--- src/rtl/flash_image_loader.sv ---
// rtl/flash_image_loader.sv - boot-time SPI flash reader that copies one image into SRAM
// Optional FLASH_WAKE_EN: send release-power-down (8'hAB) and wait 64 cycles before the read command.
module flash_image_loader #(
    parameter int          CLK_DIV     = 2,
    parameter int          IMAGE_BYTES = 65536,
    parameter logic [23:0] FLASH_BASE  = 24'h100000
) (
    input  logic        clk,
    input  logic        rst,
    input  logic [3:0]  configuration,
    output logic        spi_clk,
    output logic        spi_mosi,
    input  logic        spi_miso,
    output logic        spi_cs,
    output logic [15:0] ram_address,
    output logic [7:0]  ram_datain,
    output logic        ram_cs,
    output logic        ram_we,
    output logic        read_complete
);
    typedef enum logic [2:0] {
        LATCH, WAKE, WAKE_WAIT, CMD, DATA, WRITE, FINISH, DONE
    } state_t;

    localparam logic [7:0] READ_CMD = 8'h03;

    state_t       state;
    state_t       next_state;
    logic [7:0]   div_cnt;
    logic [4:0]   bit_cnt;
    logic [31:0]  tx_shift;
    logic [7:0]   rx_shift;
    logic [16:0]  byte_cnt;
    logic         tick;
    logic         rise;
    logic         fall;
    logic         shifting;
    logic [23:0]  image_addr;
    logic [31:0]  read_cmd;

`ifdef FLASH_WAKE_EN
    localparam logic [7:0] WAKE_CMD = 8'hAB;
    logic [23:0]  flash_addr;
    logic [5:0]   wait_cnt;

    always_ff @(posedge clk or posedge rst) begin
        if (rst) begin
            flash_addr <= 24'h0;
            wait_cnt   <= 6'd0;
        end else begin
            if (state == LATCH) begin
                flash_addr <= image_addr;
            end
            wait_cnt <= (state == WAKE_WAIT) ? wait_cnt + 6'd1 : 6'd0;
        end
    end

    assign read_cmd = {READ_CMD, flash_addr};
`else
    assign read_cmd = {READ_CMD, image_addr};
`endif

    // Image base wraps at 24 bits; only used on the LATCH edge.
    assign image_addr = FLASH_BASE + 24'(configuration) * 24'(IMAGE_BYTES);

    assign tick     = (div_cnt == 8'(CLK_DIV - 1));
    assign rise     = tick && !spi_clk;
    assign fall     = tick && spi_clk;
    assign shifting = (state == WAKE) || (state == CMD) || (state == DATA);

    always_ff @(posedge clk or posedge rst) begin
        if (rst) begin
            state <= LATCH;
        end else begin
            state <= next_state;
        end
    end

    always_comb begin
        next_state = state;
        case (state)
            LATCH: begin
`ifdef FLASH_WAKE_EN
                next_state = WAKE;
`else
                next_state = CMD;
`endif
            end
`ifdef FLASH_WAKE_EN
            WAKE: begin
                if (fall && bit_cnt == 5'd7) next_state = WAKE_WAIT;
            end
            WAKE_WAIT: begin
                if (wait_cnt == 6'd63) next_state = CMD;
            end
`endif
            CMD: begin
                if (fall && bit_cnt == 5'd31) next_state = DATA;
            end
            DATA: begin
                if (fall && bit_cnt == 5'd7) next_state = WRITE;
            end
            WRITE: begin
                next_state = (byte_cnt == 17'(IMAGE_BYTES - 1)) ? FINISH : DATA;
            end
            FINISH:  next_state = DONE;
            DONE:    next_state = DONE;
            default: next_state = LATCH;
        endcase
    end

    always_ff @(posedge clk or posedge rst) begin
        if (rst) begin
            spi_clk       <= 1'b0;
            spi_mosi      <= 1'b0;
            spi_cs        <= 1'b1;
            ram_address   <= 16'h0;
            ram_datain    <= 8'h0;
            ram_cs        <= 1'b0;
            ram_we        <= 1'b0;
            read_complete <= 1'b0;
            div_cnt       <= 8'd0;
            bit_cnt       <= 5'd0;
            tx_shift      <= 32'h0;
            rx_shift      <= 8'h0;
            byte_cnt      <= 17'd0;
        end else begin
            ram_cs <= 1'b0;
            ram_we <= 1'b0;

            // Serial engine: mosi moves on falling edges, miso is taken on rising edges.
            if (shifting && next_state == state) begin
                if (tick) begin
                    div_cnt <= 8'd0;
                    spi_clk <= ~spi_clk;
                end else begin
                    div_cnt <= div_cnt + 8'd1;
                end
                if (rise) begin
                    rx_shift <= {rx_shift[6:0], spi_miso};
                end
                if (fall) begin
                    bit_cnt  <= bit_cnt + 5'd1;
                    spi_mosi <= tx_shift[31];
                    tx_shift <= {tx_shift[30:0], 1'b0};
                end
            end

            if (state == WRITE && next_state == DATA) begin
                byte_cnt <= byte_cnt + 17'd1;
            end

            // Entry actions; the first bit of a shifted word is presented on entry.
            if (next_state != state) begin
                div_cnt <= 8'd0;
                bit_cnt <= 5'd0;
                spi_clk <= 1'b0;
                case (next_state)
`ifdef FLASH_WAKE_EN
                    WAKE: begin
                        spi_cs   <= 1'b0;
                        spi_mosi <= WAKE_CMD[7];
                        tx_shift <= {WAKE_CMD[6:0], 25'h0};
                    end
                    WAKE_WAIT: begin
                        spi_cs   <= 1'b1;
                        spi_mosi <= 1'b0;
                    end
`endif
                    CMD: begin
                        spi_cs   <= 1'b0;
                        spi_mosi <= read_cmd[31];
                        tx_shift <= {read_cmd[30:0], 1'b0};
                    end
                    DATA: begin
                        spi_mosi <= 1'b0;
                        tx_shift <= 32'h0;
                    end
                    WRITE: begin
                        ram_cs      <= 1'b1;
                        ram_we      <= 1'b1;
                        ram_address <= byte_cnt[15:0];
                        ram_datain  <= rx_shift;
                    end
                    FINISH: begin
                        spi_cs   <= 1'b1;
                        spi_mosi <= 1'b0;
                    end
                    DONE: begin
                        read_complete <= 1'b1;
                    end
                    default: ;
                endcase
            end
        end
    end
endmodule
--- config.mk ---
export PLATFORM = sky130hd
export DESIGN_NAME = flash_image_loader
export DESIGN_NICKNAME = d
export VERILOG_FILES = /design/src/rtl/flash_image_loader.sv
export SDC_FILE = /design/constraint.sdc
export NUM_CORES = 1
export LEC_CHECK = 0
export CAP_MARGIN = 20
export CORE_ASPECT_RATIO = 0.7
export CORE_MARGIN = 4
export CORE_UTILIZATION = 50
export DETAILED_ROUTE_END_ITERATION = 10
export HOLD_SLACK_MARGIN = 0.02
export PLACE_DENSITY = 0.7
export SYNTH_ARGS = -nofsm -noshare
export SYNTH_HDL_FRONTEND = slang
export SYNTH_SLANG_ARGS = --single-unit
--- constraint.sdc ---
create_clock -name clk -period 6.38 [get_ports clk]
set_input_delay 0.957 -clock clk [delete_from_list [all_inputs] [get_ports clk]]
set_output_delay 0.957 -clock clk [all_outputs]
set_load 0.005 [all_outputs]
==> flow_summary.yaml, run 1 <==
sta:
  rsz0062_at_grt: "no"
  finalMaxSlewViolations: 0
  max_freq_mhz: 348
  fin_crit_ns: 2.88
  tightest_slew_ns: 0.820
  setup_viol: 0
  hold_viol_final: 0
  clock_skew_ns: 0.00550
  layout_worst_path_cycle_share_pct: 45.1
  relSlewSlack_pct: 44.9
  tns_ns: 0
grt:
  grt_pass1_wl_um: 14400
  grtUsageTotal_pct: 17.2
  grt_max_degree: 60
  antenna_found_initial: 0
  overflow: 0
  grt_pass1_vias: 2903
drt:
  top_layer: "met4"
  met1_length_um: 4110
  antenna_left: 0
  wl_met3_um: 312
  via_per_inst: 5.35
  wl_per_cell_um: 15.3
  drtIter0Drc: 237
  met2_length_um: 3790
  num_vias: 2905
  drt-total-wl_um: 8320
  drc: 0
  dr.pass1.iters: 4
setup_path:
  slowest_delay_ns: 0.44
  cpMaxStageDelayCell: "dfrtp_1"
  critPathBufInv: 2
  cp_max_fo: 32
  cp_data_arrival_time_ns: 3.15
  rrSetupSlack_ns: 3.50
  end_kind: "flop"
  crit_chain: "and4_1, nand4_1, nor4_1, ha_1, nor4bb_1, buf_4, or2_2, nor2_1, buf_4, nand2_1, mux2i_1"
  start_kind: "flop"
  path_common_cell: "buf_4"
  criticalPathCategory: "flop to flop"
  cp_data_required_time_ns: 6.65
  crit_family: "simple AND/OR/NAND/NOR gates"
synth:
  synth_top_flop_cell: "dfrtp_1"
  synthesis.nets: 396
  yosysSeqAreaShare_pct: 55.7
  synthTopCellsByArea: "dfrtp_1 (55%), mux2i_1 (7.2%), mux2_2 (6.1%)"
  post-synth-top-count-cell: "dfrtp_1"
  synth_area_leader_cell: "dfrtp_1"
  synth_top_area_share_pct: 55.2
  syn_avg_cell_area_um2: 12.0
  synth_area_um2: 4580
  synth_edf_count: 0
  yosys_warnings: 0
  synthTopCellsByCount: "dfrtp_1 (101), nand2_1 (42), mux2i_1 (33), nor2_1 (26), mux2_2 (25)"
  synth_cell_types: 47
  synthArstFlopShare_pct: 100
  syn_inst: 383
  ys_seq_elements: 102
clock_tree:
  clock_latency_ns: 0.35
  clockRootBuffer: "clkbuf_16"
  cts-resized-gates: 0
  postCtsHoldBufs: 0
  cts.reportedPaths.clkPinSlew_ns: 0.07
  tritoncts: "built"
  htree_levels: 3
  clk_path_buf_depth: 2
  numCtsBuffers: 9
  cts_setup_buffers: 0
  cts.sinks: 102
die:
  initial_utilization_pct: 52.7
  rows: 28
  die_width_um: 122
  die_area_um2: 10800
  pin_count: 37
  coreArea_um2: 8690
  fp.dieH_um: 88.1
power:
  powerDensity_nw_per_um2: 224
  p_int_uw: 928
  switching_share_pct: 22.5
  power_switching_uw: 269
  p_seq_share_pct: 54.6
  p_leak_uw: 0.00244
  ir_drop_mv: 0.208
  p_clk_share_pct: 43.5
  comb_power_share_pct: 1.9
placed_design:
  dp_hpwl_um: 5480
  portBuffers: 36
  gp_congestion: 0.776
cells_and_area:
  area_growth_pct: 16.7
  final_util_pct: 61.5
  drive_gt1_share_pct: 16.3
  fillers: 739
  nets: 431
  diodes: 0
run:
  maxCapViolations: 0
min_path:
  min_path_type: "flop to flop"
outcome:
  status: "finished clean"
## flip-flops by register name (all words and copies together) (netlist names), 3 cells and up
signal	cells
ram_address	16
div_cnt	8
state	3
byte_cnt	17
tx_shift	32
ram_datain	8
bit_cnt	5
rx_shift	8
## layout make-up
| type | instances | area, um^2 | area share (%) |
|---|---|---|---|
| clock buffer | 9 | 225 | 4.21 |
| clock inverter | 7 | 60.1 | 1.12 |
| inverter | 6 | 25.0 | 0.468 |
| multi-input combinational | 256 | 1910 | 35.7 |
| sequential | 102 | 2550 | 47.8 |
| tap | 120 | 150 | 2.81 |
| timing repair buffer | 43 | 420 | 7.87 |
## worst paths after layout
check                       startpoint           to  cells after the start
max in group asynchronous          rst   div_cnt[1]                      3
min in group asynchronous          rst  tx_shift[1]                      2
setup reg to reg           byte_cnt[5]  tx_shift[3]                     11
hold reg to reg            byte_cnt[8]  byte_cnt[8]                      1
hold / removal             byte_cnt[8]  byte_cnt[8]                      1
setup / recovery           byte_cnt[5]  tx_shift[3]                     11
## through the flow
stage          worst slack [ns]  total power (uW)  std cells  hold slack [ns]  cell area (um^2)
6_report                   3.50              1200        543            0.497              5350
5_1_grt                    3.13              1240        543            0.521              5350
4_1_cts                    3.48              1210        543            0.497              5350
3_5_place_dp               3.51               689        527            0.481              5060
3_3_place_gp               3.52               689        526            0.477              5040
2_1_floorplan              2.75               679        383            0.451              4580
## metal layers
metal,vias to the layer above,global-route usage [%]
li1,1419,-
met1,1442,23.9
met2,35,25.8
met3,9,6.26
met4,0,4.67
met5,-,0
## cells in the final DEF (no fill, tap or decap), types with 3 or more instances in the layout
cell type        count
mux2_4               8
clkbuf_16            9
and3_1               5
and2_1               3
mux2_2              25
dfrtp_1            101
nor4b_1              4
nand4_1              7
xnor2_1             11
a21oi_1              8
nor2b_1              3
clkinvlp_4           3
nor3_1               4
inv_1                5
ha_1                 6
o21ai_0              7
clkinv_4             3
nor2_1              25
o211ai_1             4
buf_4                6
nand3_1             14
clkdlybuf4s50_1     36
nor3b_1              6
nand2_1             42
xor2_1              11
a32oi_1              4
mux2i_1             33
## worst register-to-register path, delay by kind of cell, from the launching register on
family / cells / cell delay, ns
simple gates: 7 / 1.45
buf+inv: 2 / 0.51
flops: 1 / 0.44
fa+ha+maj: 1 / 0.25
mux: 1 / 0.16
## power groups by stage
stage	Combinational (uW)	Clock [uW]	Sequential [uW]
after floorplan	14.6	0	664
after global placement	23.5	0	665
after detailed placement	23.9	0	666
after CTS	24.3	531	653
after global routing	26.5	560	653
final	22.8	521	653
## cell families after synthesis
group,after synthesis,synth area share [%]
muxes,66,16.0
buffers and inverters,25,2.62
xor gates and xnor gates,22,4.21
adders and majority gates,6,1.64
AOI/OAI and AO/OA,29,4.07
and+or+nand+nor,133,15.8
DFF,102,55.7
Note: power is estimated with default switching activity, not from simulation.
==> run 2, diff against run 1 <==
==> constraint.sdc (replaced) <==
create_clock -name clk -period 2.9 [get_ports clk]
set_input_delay 0.435 -clock clk [delete_from_list [all_inputs] [get_ports clk]]
set_output_delay 0.435 -clock clk [all_outputs]
set_load 0.005 [all_outputs]
==> run 2 against run 1 <==
Sequential share of layout area is 2.2 points lower. Cell count rose by 4.6%. Utilization grew 3.0 points. Critical path depth down 3. Wire length up 3.7%. Count of clock-buffer cells in the layout is 1 higher. Fmax is 6.1% higher. Sequential power up 120%. Via count rose by 5.5%. Clock power grew to 2.6 times the previous value. Largest power group unchanged. Highest routed layer unchanged.
==> flow_summary.yaml, run 2 (same netlist as run 1, synthesis figures left out) <==
cells_and_area:
  diodes: 0
  top_regs: "tx_shift (32), byte_cnt (17), ram_address (16)"
  largest_reg_flops: 32
  area_growth_pct: 22.4
  nets: 456
  largest-register: "tx_shift"
  mostFrequentLayoutCells: "dfrtp_1 (101), nand2_1 (42), clkdlybuf4s50_1 (36), mux2i_1 (33), buf_4 (30)"
  layout.cells.non_filler: 568
  drive_gt1_share_pct: 20.8
  final_common_cell: "dfrtp_1"
setup_path:
  cp_data_required_time_ns: 3.12
  end_kind: "flop"
  rrSetupSlack_ns: 0.19
  start_kind: "flop"
  worst_r2r_path_depth: 8
  endpoint: "rx_shift[4]"
  r2r_end: "rx_shift[4]"
  cp_data_arrival_time_ns: 2.93
  r2r-start: "bit_cnt[0]"
  cp_max_fo: 8
  crit_start: "bit_cnt[0]"
  criticalPathCategory: "flop to flop"
clock_tree:
  clockRootBuffer: "clkbuf_16"
  cts.reportedPaths.clkPinSlew_ns: 0.07
  clock_latency_ns: 0.34
  postCtsHoldBufs: 0
  numCtsBuffers: 9
  tritoncts: "built"
  clk_path_buf_depth: 2
  cts_setup_buffers: 0
  htree_levels: 3
  cts.sinks: 102
sta:
  whs_ns: 0.498
  tns_ns: 0
  hold_viol_final: 0
  finalMaxSlewViolations: 0
  rsz0062_at_grt: "no"
  setup_viol: 0
  relSlewSlack_pct: 48.3
  fin_ws_ns: 0.190
  fin_crit_ns: 2.71
  max_freq_mhz: 369
  tightest_slew_ns: 0.774
  layout_worst_path_cycle_share_pct: 93.5
  clock_skew_ns: 0.00644
drt:
  dr.pass1.iters: 4
  drtIter0Drc: 139
  via_per_inst: 5.40
  drt-total-wl_um: 8630
  wl_per_cell_um: 15.2
  drc: 0
  antenna_left: 0
  num_vias: 3065
die:
  initial_utilization_pct: 52.7
  coreArea_um2: 8690
  die_area_um2: 10800
  fp.dieH_um: 88.1
  pin_count: 37
  die_width_um: 122
  rows: 28
placed_design:
  gp_congestion: 0.812
  place_ws_ns: 0.0491
  dp_hpwl_um: 6000
  numPlacedInstances: 552
  portBuffers: 36
power:
  powerDensity_nw_per_um2: 508
  p_leak_uw: 0.00260
  ir_drop_mv: 0.324
grt:
  grt_pass1_vias: 3153
  overflow: 0
  antenna_found_initial: 0
  grt_pass1_wl_um: 15200
  grtUsageTotal_pct: 17.9
  grt_max_degree: 35
outcome:
  status: "finished clean"
run:
  maxCapViolations: 0
min_path:
  min_path_type: "flop to flop"
run 2: cell types whose count changed in the layout (fill, tap and decap cells not counted), sizes merged:
cell,delta
inv,-1
clkinvlp,-2
bufinv,+3
buf,+25
clkinv,-1
clkbuf,+1
run 2: what timing repair did:
item                                   4_1_cts  5_1_grt
endpoints found under the hold margin        0        0
setup endpoints to repair                    0        7
resized for setup                            0        1
run 2: how the worst min path moves through the flow:
stage	cells past startpoint	startpoint	end
6_report	1	byte_cnt[8]	byte_cnt[8]
5_1_grt	1	ram_address[11]	ram_address[11]
4_1_cts	1	byte_cnt[8]	byte_cnt[8]
3_5_place_dp	1	byte_cnt[8]	byte_cnt[8]
3_3_place_gp	1	byte_cnt[8]	byte_cnt[8]
2_1_floorplan	1	byte_cnt[8]	byte_cnt[8]
run 2: report_power, final:
group          leakage (uW)  switching (uW)  total [uW]  internal [uW]
clock network      0.000167             510        1350            844
logic               0.00106            34.0        57.8           23.8
registers           0.00137            6.65        1440           1430
run 2: area by class of cell:
class	count	area (um^2)
clock buffers	10	229
clock inverters	6	109
fillers	708	3080
inverters	6	26.3
multi-input cells	256	1920
flip-flops and latches	102	2550
well taps	120	150
repair buffers	68	626
run 2: critical path: stages, from the launching register on:
cell and delay [ns]:
dfrtp_1 0.42, ha_1 0.24, and3_1 0.19, ha_1 0.20, nor2b_1 0.15, nand3_1 0.09
a22oi_1 0.12, or4b_1 0.79, mux2_4 0.39
run 2: metal layers:
metal	global-route usage (%)	up-vias	routed length, um
met1	24.9	1542	4270
met3	4.91	9	319
met4	5.08	0	97
met5	0	-	0
met2	27.9	50	3940
li1	-	1464	-
run 2: metrics by stage:
step | utilization, % | total power (uW) | area [um^2]
4_1_cts | 64.5 | 2870 | 5600
6_report | 64.6 | 2850 | 5610
3_3_place_gp | 60.6 | 1520 | 5270
5_1_grt | 64.6 | 2950 | 5610
2_1_floorplan | - | 1490 | 4590
3_5_place_dp | 60.6 | 1520 | 5270
==> run 3, diff against run 2 <==
--- a/config.mk
+++ b/config.mk
@@ -7,7 +7,6 @@
 export LEC_CHECK = 0
 export CAP_MARGIN = 20
 export CORE_ASPECT_RATIO = 0.7
-export CORE_MARGIN = 4
 export CORE_UTILIZATION = 50
 export DETAILED_ROUTE_END_ITERATION = 10
 export HOLD_SLACK_MARGIN = 0.02
==> run 3 against run 2 <==
Setup slack improved by 0.057 ns. Total power fell by 7.6%. Non-clock buffer count fell by 10. First-iteration DRC count rose by 25%. Sequential cell count did not move. Via count fell by 2.9%. Cell count fell by 1.8%. Utilization fell by 1.0 points. Sequential power barely moved. Global-route usage rose by 2.5 points. Clock skew fell by 0.00087 ns. Largest power group unchanged.
==> flow_summary.yaml, run 3 (same netlist as run 1, synthesis figures left out) <==
die:
  die_width_um: 116
  fp.dieH_um: 82.1
  coreArea_um2: 8650
  die_area_um2: 9560
  pin_count: 37
  initial_utilization_pct: 52.9
  rows: 28
grt:
  antenna_found_initial: 0
  grt_pass1_vias: 2954
  grt_pass1_wl_um: 14600
  grtUsageTotal_pct: 20.4
  grt_max_degree: 45
  overflow: 0
setup_path:
  rrSetupSlack_ns: 0.25
  worst_r2r_path_depth: 8
  cp_data_arrival_time_ns: 2.89
  cp_data_required_time_ns: 3.13
  cpMaxStageDelayCell: "or4b_1"
  end_kind: "flop"
  slowest_delay_ns: 0.78
  crit_chain: "ha_1, and3_1, ha_1, nor2b_1, nand3_1, a22oi_1, or4b_1, mux2_4"
  cp_max_fo: 8
  start_kind: "flop"
  criticalPathCategory: "flop to flop"
  path_common_cell: "ha_1"
power:
  powerDensity_nw_per_um2: 479
  p_int_uw: 2060
  p_seq_share_pct: 54.6
  p_leak_uw: 0.00253
  power_switching_uw: 571
  switching_share_pct: 21.7
  p_clk_share_pct: 43.3
  ir_drop_mv: 0.395
  comb_power_share_pct: 2.1
clock_tree:
  cts.sinks: 102
  cts.reportedPaths.clkPinSlew_ns: 0.07
  clock_latency_ns: 0.35
  numCtsBuffers: 9
  clockRootBuffer: "clkbuf_16"
  tritoncts: "built"
  postCtsHoldBufs: 0
  clk_path_buf_depth: 2
  htree_levels: 3
  cts-resized-gates: 0
  cts_setup_buffers: 0
placed_design:
  gp_congestion: 0.798
  dp_hpwl_um: 5800
  portBuffers: 36
  numPlacedInstances: 542
sta:
  rsz0062_at_grt: "no"
  layout_worst_path_cycle_share_pct: 91.5
  hold_viol_final: 0
  fin_crit_ns: 2.65
  relSlewSlack_pct: 53.8
  finalMaxSlewViolations: 0
  max_freq_mhz: 377
  clock_skew_ns: 0.00557
  setup_viol: 0
  tns_ns: 0
  tightest_slew_ns: 0.692
cells_and_area:
  nets: 446
  layout.cells.non_filler: 558
  fillers: 722
  final_common_cell: "dfrtp_1"
  top_regs: "tx_shift (32), byte_cnt (17), ram_address (16)"
  area_growth_pct: 20.0
  largest-register: "tx_shift"
  diodes: 0
  mostFrequentLayoutCells: "dfrtp_1 (101), nand2_1 (42), clkdlybuf4s50_1 (36), mux2i_1 (33)"
  largest_reg_flops: 32
  drive_gt1_share_pct: 19.2
min_path:
  hold_path_depth: 1
  min_path_type: "flop to flop"
run:
  maxCapViolations: 0
drt:
  num_vias: 2977
  dr.pass1.iters: 4
  drc: 0
  via_per_inst: 5.34
  drt-total-wl_um: 8470
  drtIter0Drc: 174
  wl_per_cell_um: 15.2
  antenna_left: 0
outcome:
  status: "finished clean"
[run 3: cell count changes in the layout (fill, tap and decap cells not counted), moves of 2 or more]
cell,delta
bufinv_16,-3
buf_4,-11
clkinv_4,+2
clkinvlp_4,+2
[run 3: metal layers]
| layer | wire length, um | share of wire, % | track usage, % |
|---|---|---|---|
| met1 | 4250 | 50 | 28.8 |
| met2 | 3790 | 45 | 30.1 |
| met3 | 376 | 4.4 | 7.23 |
| met4 | 61 | 0.72 | 5.00 |
| met5 | 0 | 0 | 0 |
[run 3: path summary, 6_finish.rpt]
path                              from     endpoint
setup / recovery            bit_cnt[0]  rx_shift[5]
hold / removal             byte_cnt[8]  byte_cnt[8]
setup reg to reg            bit_cnt[0]  rx_shift[5]
hold reg to reg            byte_cnt[8]  byte_cnt[8]
max in group asynchronous          rst       spi_cs
min in group asynchronous          rst       ram_we
[run 3: layout make-up]
| class | count | area, um^2 | area share [%] |
|---|---|---|---|
| inverter | 6 | 26.3 | 0.478 |
| timing repair buffer | 58 | 571 | 10.4 |
| multi-input combinational | 256 | 1910 | 34.8 |
| clock buffer | 10 | 239 | 4.35 |
| tap | 120 | 150 | 2.73 |
| clock inverter | 6 | 46.3 | 0.842 |
| sequential | 102 | 2550 | 46.5 |
[run 3: worst max-delay path, delay by kind of cell (launching register included)]
kind	cells	cell delay, ns
fa+ha+maj	2	0.43
flops	1	0.41
compound gates	1	0.09
simple gates	4	1.21
mux	1	0.39
[run 3: metrics by stage]
step	power [uW]	hold WS, ns	instance area, um^2	utilization [%]	setup WS [ns]
detailed placement	1520	0.476	5210	60.2	0.276
finish	2630	0.484	5500	63.5	0.247
CTS	2670	0.489	5500	63.5	0.239
floorplan	1490	0.451	4590	-	0.135
global placement	1520	0.476	5180	59.9	0.0300
global route	2730	0.518	5500	63.5	0.00503
[run 3: power by group through the flow]
stage | combinational [uW] | sequential, uW | clock (uW)
3_3_place_gp | 56.2 | 1460 | 0
4_1_cts | 57.8 | 1440 | 1170
6_report | 54.8 | 1440 | 1140
3_5_place_dp | 57.7 | 1460 | 0
2_1_floorplan | 32.4 | 1460 | 0
5_1_grt | 63.6 | 1440 | 1230
